--- config.mk ---
export PLATFORM = sky130hd
export DESIGN_NAME = branch_resolve_queue_flat
export DESIGN_NICKNAME = d
export VERILOG_FILES = /design/src/rtl/branch_resolve_queue_pkg.sv /design/src/rtl/branch_resolve_queue_if.sv /design/src/rtl/branch_resolve_queue_sat_counter.sv /design/src/rtl/branch_resolve_queue.sv /design/src/flat_wrapper.sv
export SDC_FILE = /design/constraint.sdc
export NUM_CORES = 1
export LEC_CHECK = 0
export BUFFER_PORTS_ARGS = -buffer_cell sky130_fd_sc_hd__buf_2
export CAP_MARGIN = 30
export CORE_MARGIN = 4
export CORE_UTILIZATION = 40
export CTS_BUF_LIST = sky130_fd_sc_hd__clkbuf_8 sky130_fd_sc_hd__clkbuf_16
export DETAILED_ROUTE_END_ITERATION = 12
export HOLD_SLACK_MARGIN = 0.15
export SYNTH_ARGS = -nofsm -noshare
export SYNTH_HDL_FRONTEND = slang
export SYNTH_SLANG_ARGS = --single-unit
--- constraint.sdc ---
create_clock -name CLK -period 7.71 [get_ports CLK]
set_input_delay 0 -clock CLK [delete_from_list [all_inputs] [get_ports CLK]]
set_output_delay 0 -clock CLK [all_outputs]
set_load 0.03 [all_outputs]
--- src/rtl/branch_resolve_queue_pkg.sv ---
// Shared types and helpers for the branch resolve queue.
package branch_resolve_queue_pkg;

  // One in-flight prediction as issued by the fetch-stage predictor.
  typedef struct packed {
    logic [31:0] pc;
    logic        taken;
    logic [31:0] target;
    logic [1:0]  preds;   // {global, local}
  } brq_entry_t;

  // Branch plus delay slot: not-taken fall-through is PC + 8.
  localparam int FALLTHRU_OFFSET_DEF = 8;

  // Ceiling log2, usable in constant expressions (port widths, localparams).
  function automatic int clog2(input int n);
    int r;
    int v;
    r = 0;
    v = 1;
    while (v < n) begin
      v = v << 1;
      r = r + 1;
    end
    return r;
  endfunction

endpackage

--- src/rtl/branch_resolve_queue_if.sv ---
// Enqueue / resolve / retire signal bundle between the pipeline and the queue.
interface branch_resolve_queue_if;
  // Fetch-side enqueue
  logic        Enq_valid;
  logic [31:0] Enq_PC;
  logic        Enq_taken;
  logic [31:0] Enq_target;
  logic [1:0]  Enq_preds;
  logic        Enq_ready;
  // MEM-side resolution
  logic        Res_valid;
  logic [31:0] Res_PC;
  logic        Res_taken;
  logic [31:0] Res_target;
  // Registered results
  logic        Flush_OUT;
  logic [31:0] Redirect_addr;
  logic        Train_valid;
  logic [1:0]  Train_preds;
  logic        Orphan_OUT;

  // Pipeline side: drives enqueue and resolve, consumes results.
  modport master (
    output Enq_valid, Enq_PC, Enq_taken, Enq_target, Enq_preds,
    output Res_valid, Res_PC, Res_taken, Res_target,
    input  Enq_ready, Flush_OUT, Redirect_addr, Train_valid, Train_preds, Orphan_OUT
  );

  // Queue side.
  modport slave (
    input  Enq_valid, Enq_PC, Enq_taken, Enq_target, Enq_preds,
    input  Res_valid, Res_PC, Res_taken, Res_target,
    output Enq_ready, Flush_OUT, Redirect_addr, Train_valid, Train_preds, Orphan_OUT
  );
endinterface

--- src/rtl/branch_resolve_queue_sat_counter.sv ---
// Saturating up-counter with synchronous clear, used for branch statistics.
module brq_sat_counter #(
  parameter int W = 32
) (
  input  logic         CLK,
  input  logic         clear,
  input  logic         inc,
  output logic [W-1:0] cnt
);

  logic [W-1:0] cnt_q, cnt_d;

  // Next value: hold at all-ones once reached.
  always_comb begin
    cnt_d = cnt_q;
    if (inc && !(&cnt_q)) cnt_d = cnt_q + W'(1);
  end

  // Count register; clear is the synchronous reset.
  always_ff @(posedge CLK) begin
    if (clear) cnt_q <= '0;
    else       cnt_q <= cnt_d;
  end

  assign cnt = cnt_q;

endmodule

--- src/rtl/branch_resolve_queue.sv ---
// In-order queue of outstanding branch predictions; checks each against the
// MEM-stage outcome, raises a redirect on mispredict and reports training data.
module branch_resolve_queue
  import branch_resolve_queue_pkg::*;
#(
  parameter int DEPTH           = 8,
  parameter int FALLTHRU_OFFSET = FALLTHRU_OFFSET_DEF,
  parameter int CNT_W           = 32
) (
  input  logic                         CLK,
  input  logic                         RESET,
  input  logic                         Flush_IN,
  branch_resolve_queue_if.slave        bus,
  output logic [clog2(DEPTH+1)-1:0]    Count,
  output logic [CNT_W-1:0]             Branch_cnt,
  output logic [CNT_W-1:0]             Mispredict_cnt
);

  localparam int IDX_W = clog2(DEPTH);
  localparam int CW    = clog2(DEPTH+1);

  brq_entry_t       mem_q [DEPTH];
  logic [IDX_W-1:0] head_q, head_d, tail_q, tail_d;
  logic [CW-1:0]    count_q, count_d;
  logic             flush_q, flush_d;
  logic [31:0]      redirect_q, redirect_d;
  logic             train_valid_q, train_valid_d;
  logic [1:0]       train_preds_q, train_preds_d;
  logic             orphan_q, orphan_d;

  brq_entry_t head_e;
  logic       enq_ready, match, mispred, clear_all, do_enq, do_deq;

  assign head_e    = mem_q[head_q];
  assign enq_ready = (count_q != CW'(DEPTH));
  assign match     = bus.Res_valid && (count_q != '0) && (head_e.pc == bus.Res_PC);
  assign mispred   = match && ((head_e.taken != bus.Res_taken) ||
                               (bus.Res_taken && (head_e.target != bus.Res_target)));
  // Everything behind a mispredicted head is wrong-path, so it is squashed too.
  assign clear_all = Flush_IN || mispred;
  assign do_enq    = bus.Enq_valid && enq_ready && !clear_all;
  assign do_deq    = match && !clear_all;

  // Next-state for pointers, occupancy and the registered result pulses.
  // NOTE: every signal gets a default at the top of always_comb so no path
  // leaves it unassigned, which would otherwise infer a latch.
  always_comb begin
    head_d        = head_q;
    tail_d        = tail_q;
    count_d       = count_q;
    flush_d       = mispred;
    redirect_d    = redirect_q;
    train_valid_d = match;
    train_preds_d = train_preds_q;
    orphan_d      = bus.Res_valid && !match;
    if (clear_all) begin
      head_d  = '0;
      tail_d  = '0;
      count_d = '0;
    end else begin
      if (do_deq) head_d = head_q + IDX_W'(1);
      if (do_enq) tail_d = tail_q + IDX_W'(1);
      count_d = count_q + CW'(do_enq) - CW'(do_deq);
    end
    if (match) train_preds_d = head_e.preds;
    if (mispred)
      redirect_d = bus.Res_taken ? bus.Res_target : bus.Res_PC + 32'(FALLTHRU_OFFSET);
  end

  // Control and output registers with synchronous reset.
  // NOTE: sequential state uses non-blocking assignments so every flop samples
  // the pre-edge values regardless of statement order.
  always_ff @(posedge CLK) begin
    if (RESET) begin
      head_q        <= '0;
      tail_q        <= '0;
      count_q       <= '0;
      flush_q       <= 1'b0;
      redirect_q    <= '0;
      train_valid_q <= 1'b0;
      train_preds_q <= '0;
      orphan_q      <= 1'b0;
    end else begin
      head_q        <= head_d;
      tail_q        <= tail_d;
      count_q       <= count_d;
      flush_q       <= flush_d;
      redirect_q    <= redirect_d;
      train_valid_q <= train_valid_d;
      train_preds_q <= train_preds_d;
      orphan_q      <= orphan_d;
    end
  end

  // Entry storage write at tail.
  // NOTE: storage is deliberately not reset; Count gates every read, so stale
  // contents are never observed and the array maps onto plain RAM/regfile.
  always_ff @(posedge CLK) begin
    if (do_enq) mem_q[tail_q] <= '{pc: bus.Enq_PC, taken: bus.Enq_taken,
                                   target: bus.Enq_target, preds: bus.Enq_preds};
  end

  brq_sat_counter #(.W(CNT_W)) u_branch_cnt (
    .CLK   (CLK),
    .clear (RESET),
    .inc   (match),
    .cnt   (Branch_cnt)
  );

  brq_sat_counter #(.W(CNT_W)) u_mispredict_cnt (
    .CLK   (CLK),
    .clear (RESET),
    .inc   (mispred),
    .cnt   (Mispredict_cnt)
  );

  assign Count             = count_q;
  assign bus.Enq_ready     = enq_ready;
  assign bus.Flush_OUT     = flush_q;
  assign bus.Redirect_addr = redirect_q;
  assign bus.Train_valid   = train_valid_q;
  assign bus.Train_preds   = train_preds_q;
  assign bus.Orphan_OUT    = orphan_q;

endmodule

--- src/flat_wrapper.sv ---
// flat-port wrapper written by rule: the top's interface ports become plain ports
module branch_resolve_queue_flat import branch_resolve_queue_pkg::*;
#(
  parameter int DEPTH           = 8,
  parameter int FALLTHRU_OFFSET = FALLTHRU_OFFSET_DEF,
  parameter int CNT_W           = 32
)
  (CLK, RESET, Flush_IN, Count, Branch_cnt, Mispredict_cnt, bus_Enq_valid, bus_Enq_PC, bus_Enq_taken, bus_Enq_target, bus_Enq_preds, bus_Res_valid, bus_Res_PC, bus_Res_taken, bus_Res_target, bus_Enq_ready, bus_Flush_OUT, bus_Redirect_addr, bus_Train_valid, bus_Train_preds, bus_Orphan_OUT);
  branch_resolve_queue_if bus_i ();
  input  logic CLK;
  input  logic RESET;
  input  logic Flush_IN;
  output logic [clog2(DEPTH+1)-1:0] Count;
  output logic [CNT_W-1:0] Branch_cnt;
  output logic [CNT_W-1:0] Mispredict_cnt;
  input wire logic [$bits(bus_i.Enq_valid)-1:0] bus_Enq_valid;
  input wire logic [$bits(bus_i.Enq_PC)-1:0] bus_Enq_PC;
  input wire logic [$bits(bus_i.Enq_taken)-1:0] bus_Enq_taken;
  input wire logic [$bits(bus_i.Enq_target)-1:0] bus_Enq_target;
  input wire logic [$bits(bus_i.Enq_preds)-1:0] bus_Enq_preds;
  input wire logic [$bits(bus_i.Res_valid)-1:0] bus_Res_valid;
  input wire logic [$bits(bus_i.Res_PC)-1:0] bus_Res_PC;
  input wire logic [$bits(bus_i.Res_taken)-1:0] bus_Res_taken;
  input wire logic [$bits(bus_i.Res_target)-1:0] bus_Res_target;
  output wire logic [$bits(bus_i.Enq_ready)-1:0] bus_Enq_ready;
  output wire logic [$bits(bus_i.Flush_OUT)-1:0] bus_Flush_OUT;
  output wire logic [$bits(bus_i.Redirect_addr)-1:0] bus_Redirect_addr;
  output wire logic [$bits(bus_i.Train_valid)-1:0] bus_Train_valid;
  output wire logic [$bits(bus_i.Train_preds)-1:0] bus_Train_preds;
  output wire logic [$bits(bus_i.Orphan_OUT)-1:0] bus_Orphan_OUT;
  assign bus_i.Enq_valid = bus_Enq_valid;
  assign bus_i.Enq_PC = bus_Enq_PC;
  assign bus_i.Enq_taken = bus_Enq_taken;
  assign bus_i.Enq_target = bus_Enq_target;
  assign bus_i.Enq_preds = bus_Enq_preds;
  assign bus_i.Res_valid = bus_Res_valid;
  assign bus_i.Res_PC = bus_Res_PC;
  assign bus_i.Res_taken = bus_Res_taken;
  assign bus_i.Res_target = bus_Res_target;
  assign bus_Enq_ready = bus_i.Enq_ready;
  assign bus_Flush_OUT = bus_i.Flush_OUT;
  assign bus_Redirect_addr = bus_i.Redirect_addr;
  assign bus_Train_valid = bus_i.Train_valid;
  assign bus_Train_preds = bus_i.Train_preds;
  assign bus_Orphan_OUT = bus_i.Orphan_OUT;
  branch_resolve_queue #(.DEPTH(DEPTH), .FALLTHRU_OFFSET(FALLTHRU_OFFSET), .CNT_W(CNT_W)) u_core (.CLK(CLK), .RESET(RESET), .Flush_IN(Flush_IN), .bus(bus_i), .Count(Count), .Branch_cnt(Branch_cnt), .Mispredict_cnt(Mispredict_cnt));
endmodule
==> summary.md <==
| Metric | Value |
|---|---|
| Drt first pass iters | `5` |
| Final WS setup | `1.69 ns` |
| Mux contribution to synthesized area | `15.0%` |
| Starting DRT DRC Count | `1543` |
| Setup Skew | `0.0255 ns` |
| Max cap viols | `0` |
| Ports | `243` |
| Number of library cell types mapped by synthesis | `60` |
| Fmax | `166 MHz` |
| Post-Synth Simple-Gate Area | `8.03%` |
| Die width | `269 um` |
| Initial core utilization | `40.4%` |
| Most common cell after layout, fill and taps aside | `edfxtp_1` |
| Compound-gate portion of the synthesized area | `3.47%` |
| Pin count of the biggest net entering global routing | `91` |
| Placement row count | `95` |
| Die H | `269 um` |
| Async SR Flop Fraction | `0%` |
| Slew margin rel. | `41.0%` |
| Leakage power | `11.1 nW` |
| CP max FO | `73` |
| GR Util All Layers | `20.1%` |
| Skew-Pair Late Insertion Delay | `0.61 ns` |
| Setup violation total in the final timing report | `0` |
| Status | `finished clean` |
| Cell Pwr Density | `226 nW/um^2` |
| Die Area | `72200 sq um` |
| Register area share after synthesis | `67.6%` |
| Peak VDD IR | `0.155 mV` |
| Main combinational cell family by area after synthesis | `multiplexers` |
| DR vias/cell | `5.47` |
| Fillers | `5706` |
| CP Data Arrival Time | `6.24 ns` |
| Post-Synthesis Cells | `1724` |
| CP endpoint kind | `flip-flop` |
| CP dominant cell by count | `buf_4` |
| RSZ-0062 raised after global routing | `false` |
| ANT nets after route | `0` |
| Routability cong. | `0.840` |
| Area contributors post-synth | `edfxtp_1 (59%), dfxtp_1 (8.4%), mux4_2 (7.1%), mux2i_1 (5.9%), xnor2_1 (1.7%)` |
| Deepest clock path buffer count | `3` |
| Min cycle time layout | `6.02 ns` |
| Max incr delay on CP | `0.80 ns` |
| R2R depth | `13` |
| Syn Area/Cell | `15.8 sq um` |
| Worst-path clk slew | `0.06 ns` |
| Routed WL | `73300 um` |
| CTS tree | `done` |
| DR WL/cell | `24.1 um` |
| First-pass GRT wire length | `108000 um` |
| Worst-path cell chain | `buf_12, buf_4, mux2i_1, a22o_1, a221oi_1, xnor2_1, nand3_1, o41ai_1, nor3_2, buf_4, or4_1, nor2_4, buf_4` |
| Vias in the first global route | `16500` |
| Hold WC Path Type | `in -> reg` |
| DRC Markers | `0` |
| CP max stage cell | `dfxtp_4` |
| Util after Layout | `49.2%` |
| Highest-count cells in the layout ignoring fill and taps | `edfxtp_1 (536), buf_2 (244), mux2i_1 (161), dlygate4sd3_1 (135), nor2_1 (115)` |
| Crit path launch type | `flip-flop` |
| Internal power | `0.00592 W` |
| Final std cells w/o fill | `3049` |
| Syn nets | `1873` |
| Power share of the clock group | `44.5%` |
| Post-CTS setup buffers | `0` |
| Switching Power | `0.00156 W` |
| Mapped Area | `27200 sq um` |
| Flop pwr share | `51.2%` |
| XOR/XNOR Fraction of Synth Area | `3.13%` |
| Top_reg_cell synth | `edfxtp_1` |
| Sink Count | `650` |
| Post-CTS Resized | `0` |
| PortBufs | `242` |
| DR vias | `16700` |
| Num CTS Buffers | `70` |
| Setup Slack @ Placement | `1.68 ns` |
| Synth top area share | `59.2%` |
| Core area | `67300 sq um` |
| Dpl hpwl | `47800 um` |
| Worst slew pin tran | `0.861 ns` |
| Gate power share | `4.3%` |
| Inst Count DP | `2786` |
| Sw frac | `20.9%` |
| Setup TNS | `0 ns` |
| Synth Warn # | `0` |
| H-tree level count | `3` |
| Yosys top cell by area | `edfxtp_1` |
| Worst Path Required | `7.93 ns` |
| Final hold violation count | `0` |
| Root buffer cell | `clkbuf_16` |
| Grt ovf | `0` |
| Share of layout cells above drive strength 1 | `24.6%` |
| Post-layout net count | `2271` |
| Final period utilization | `78.1%` |
| Area added between synthesis and finish | `21.8%` |
| Hold WS | `0.209 ns` |
| WS Path Type | `reg -> reg` |
| Initial antenna violation count | `8` |
| Hold path depth | `2` |
| Post-Synth Adder-Cell Area | `0.580%` |
| Yosys reg bits | `650` |
| Post-synth EDFFs | `536` |
| Pins Over Slew Limit | `0` |
-- synth_stat cells, drive strengths merged, types with 38 or more instances --
library cell	count
edfxtp	536
mux2i	161
nor2	121
dfxtp	114
mux4	86
nand2	67
nand3	52
xnor2	52
buf	50
mux2	45
xor2	45
nor2b	39
clkbuf	38
-- worst max-delay path: cells and delay by family (launching register included) --
family,cells,cell delay (ns)
xor+xnor,1,0.18
mux,1,0.11
buf+inv,4,1.76
compound gates,3,1.28
flops,1,0.80
simple gates,4,1.18
-- layout make-up --
type | count | area [sq um] | area share [%]
repair buffers | 414 | 2940 | 8.88
inverters | 27 | 101 | 0.306
clock buffers | 79 | 1900 | 5.74
flip-flops and latches | 650 | 18400 | 55.6
well taps | 873 | 1090 | 3.30
diodes | 2 | 5.00 | 0.0151
clock inverters | 45 | 393 | 1.19
multi-input cells | 959 | 8280 | 25.0
-- layer usage --
layer | up-vias | GRT usage [%] | share of wire [%] | wire (um)
met5 | - | 0 | 0.11 | 82
met4 | 12 | 4.97 | 2.2 | 1580
met3 | 107 | 6.08 | 9.2 | 6760
met2 | 692 | 30.6 | 44 | 32600
met1 | 8381 | 28.6 | 44 | 32300
li1 | 7485 | - | - | -
-- through the flow --
stage | instance area (sq um) | power (W)
6_report | 33100 | 0.00748
5_1_grt | 33100 | 0.00772
4_1_cts | 33100 | 0.00755
3_5_place_dp | 29400 | 0.00416
3_3_place_gp | 29400 | 0.00415
2_1_floorplan | 27200 | 0.00401
-- kinds of logic after synthesis --
logic type | count (synthesis)
flip-flops | 650
AND/OR/NAND/NOR | 424
multiplexers | 292
AO/OA/AOI/OAI | 134
buffers and inverters | 115
XOR/XNOR | 97
adder cells (fa/ha/maj) | 12
-- flip-flops by register name (all words and copies together), names as in the netlist, named ones only --
name	cells
u_core.mem_q	536
u_core.bus.Redirect_addr	32
u_core.u_branch_cnt.cnt	32
u_core.u_mispredict_cnt.cnt	32
u_core.Count	4
u_core.head_q	3
u_core.tail_q	3
u_core.bus.Train_preds	2
u_core.bus.Flush_OUT	1
u_core.bus.Orphan_OUT	1
u_core.bus.Train_valid	1
-- worst paths after layout --
kind	start	to	slack [ns]
worst max-delay path	flip-flop	u_core.mem_q[4][49]	1.69
worst min-delay path	bus_Enq_PC[9]	u_core.mem_q[7][44]	0.21
worst max register to register	flip-flop	u_core.mem_q[4][49]	1.69
worst min register to register	u_core.bus.Redirect_addr[23]	u_core.bus.Redirect_addr[23]	0.50
-- power by group through the flow --
stage | clock network (W) | logic [W] | registers [W]
final | 0.00333 | 0.000324 | 0.00383
after global routing | 0.00355 | 0.000347 | 0.00383
after CTS | 0.00341 | 0.000320 | 0.00383
after detailed placement | 0 | 0.000255 | 0.00390
after global placement | 0 | 0.000251 | 0.00390
after floorplan | 0 | 0.000107 | 0.00391
-- repair_timing --
action,in CTS,in global routing
setup endpoints to repair,0,0
endpoints found under the hold margin,607,0
hold buffers,135,0
Power figures use the tool's default switching activity.
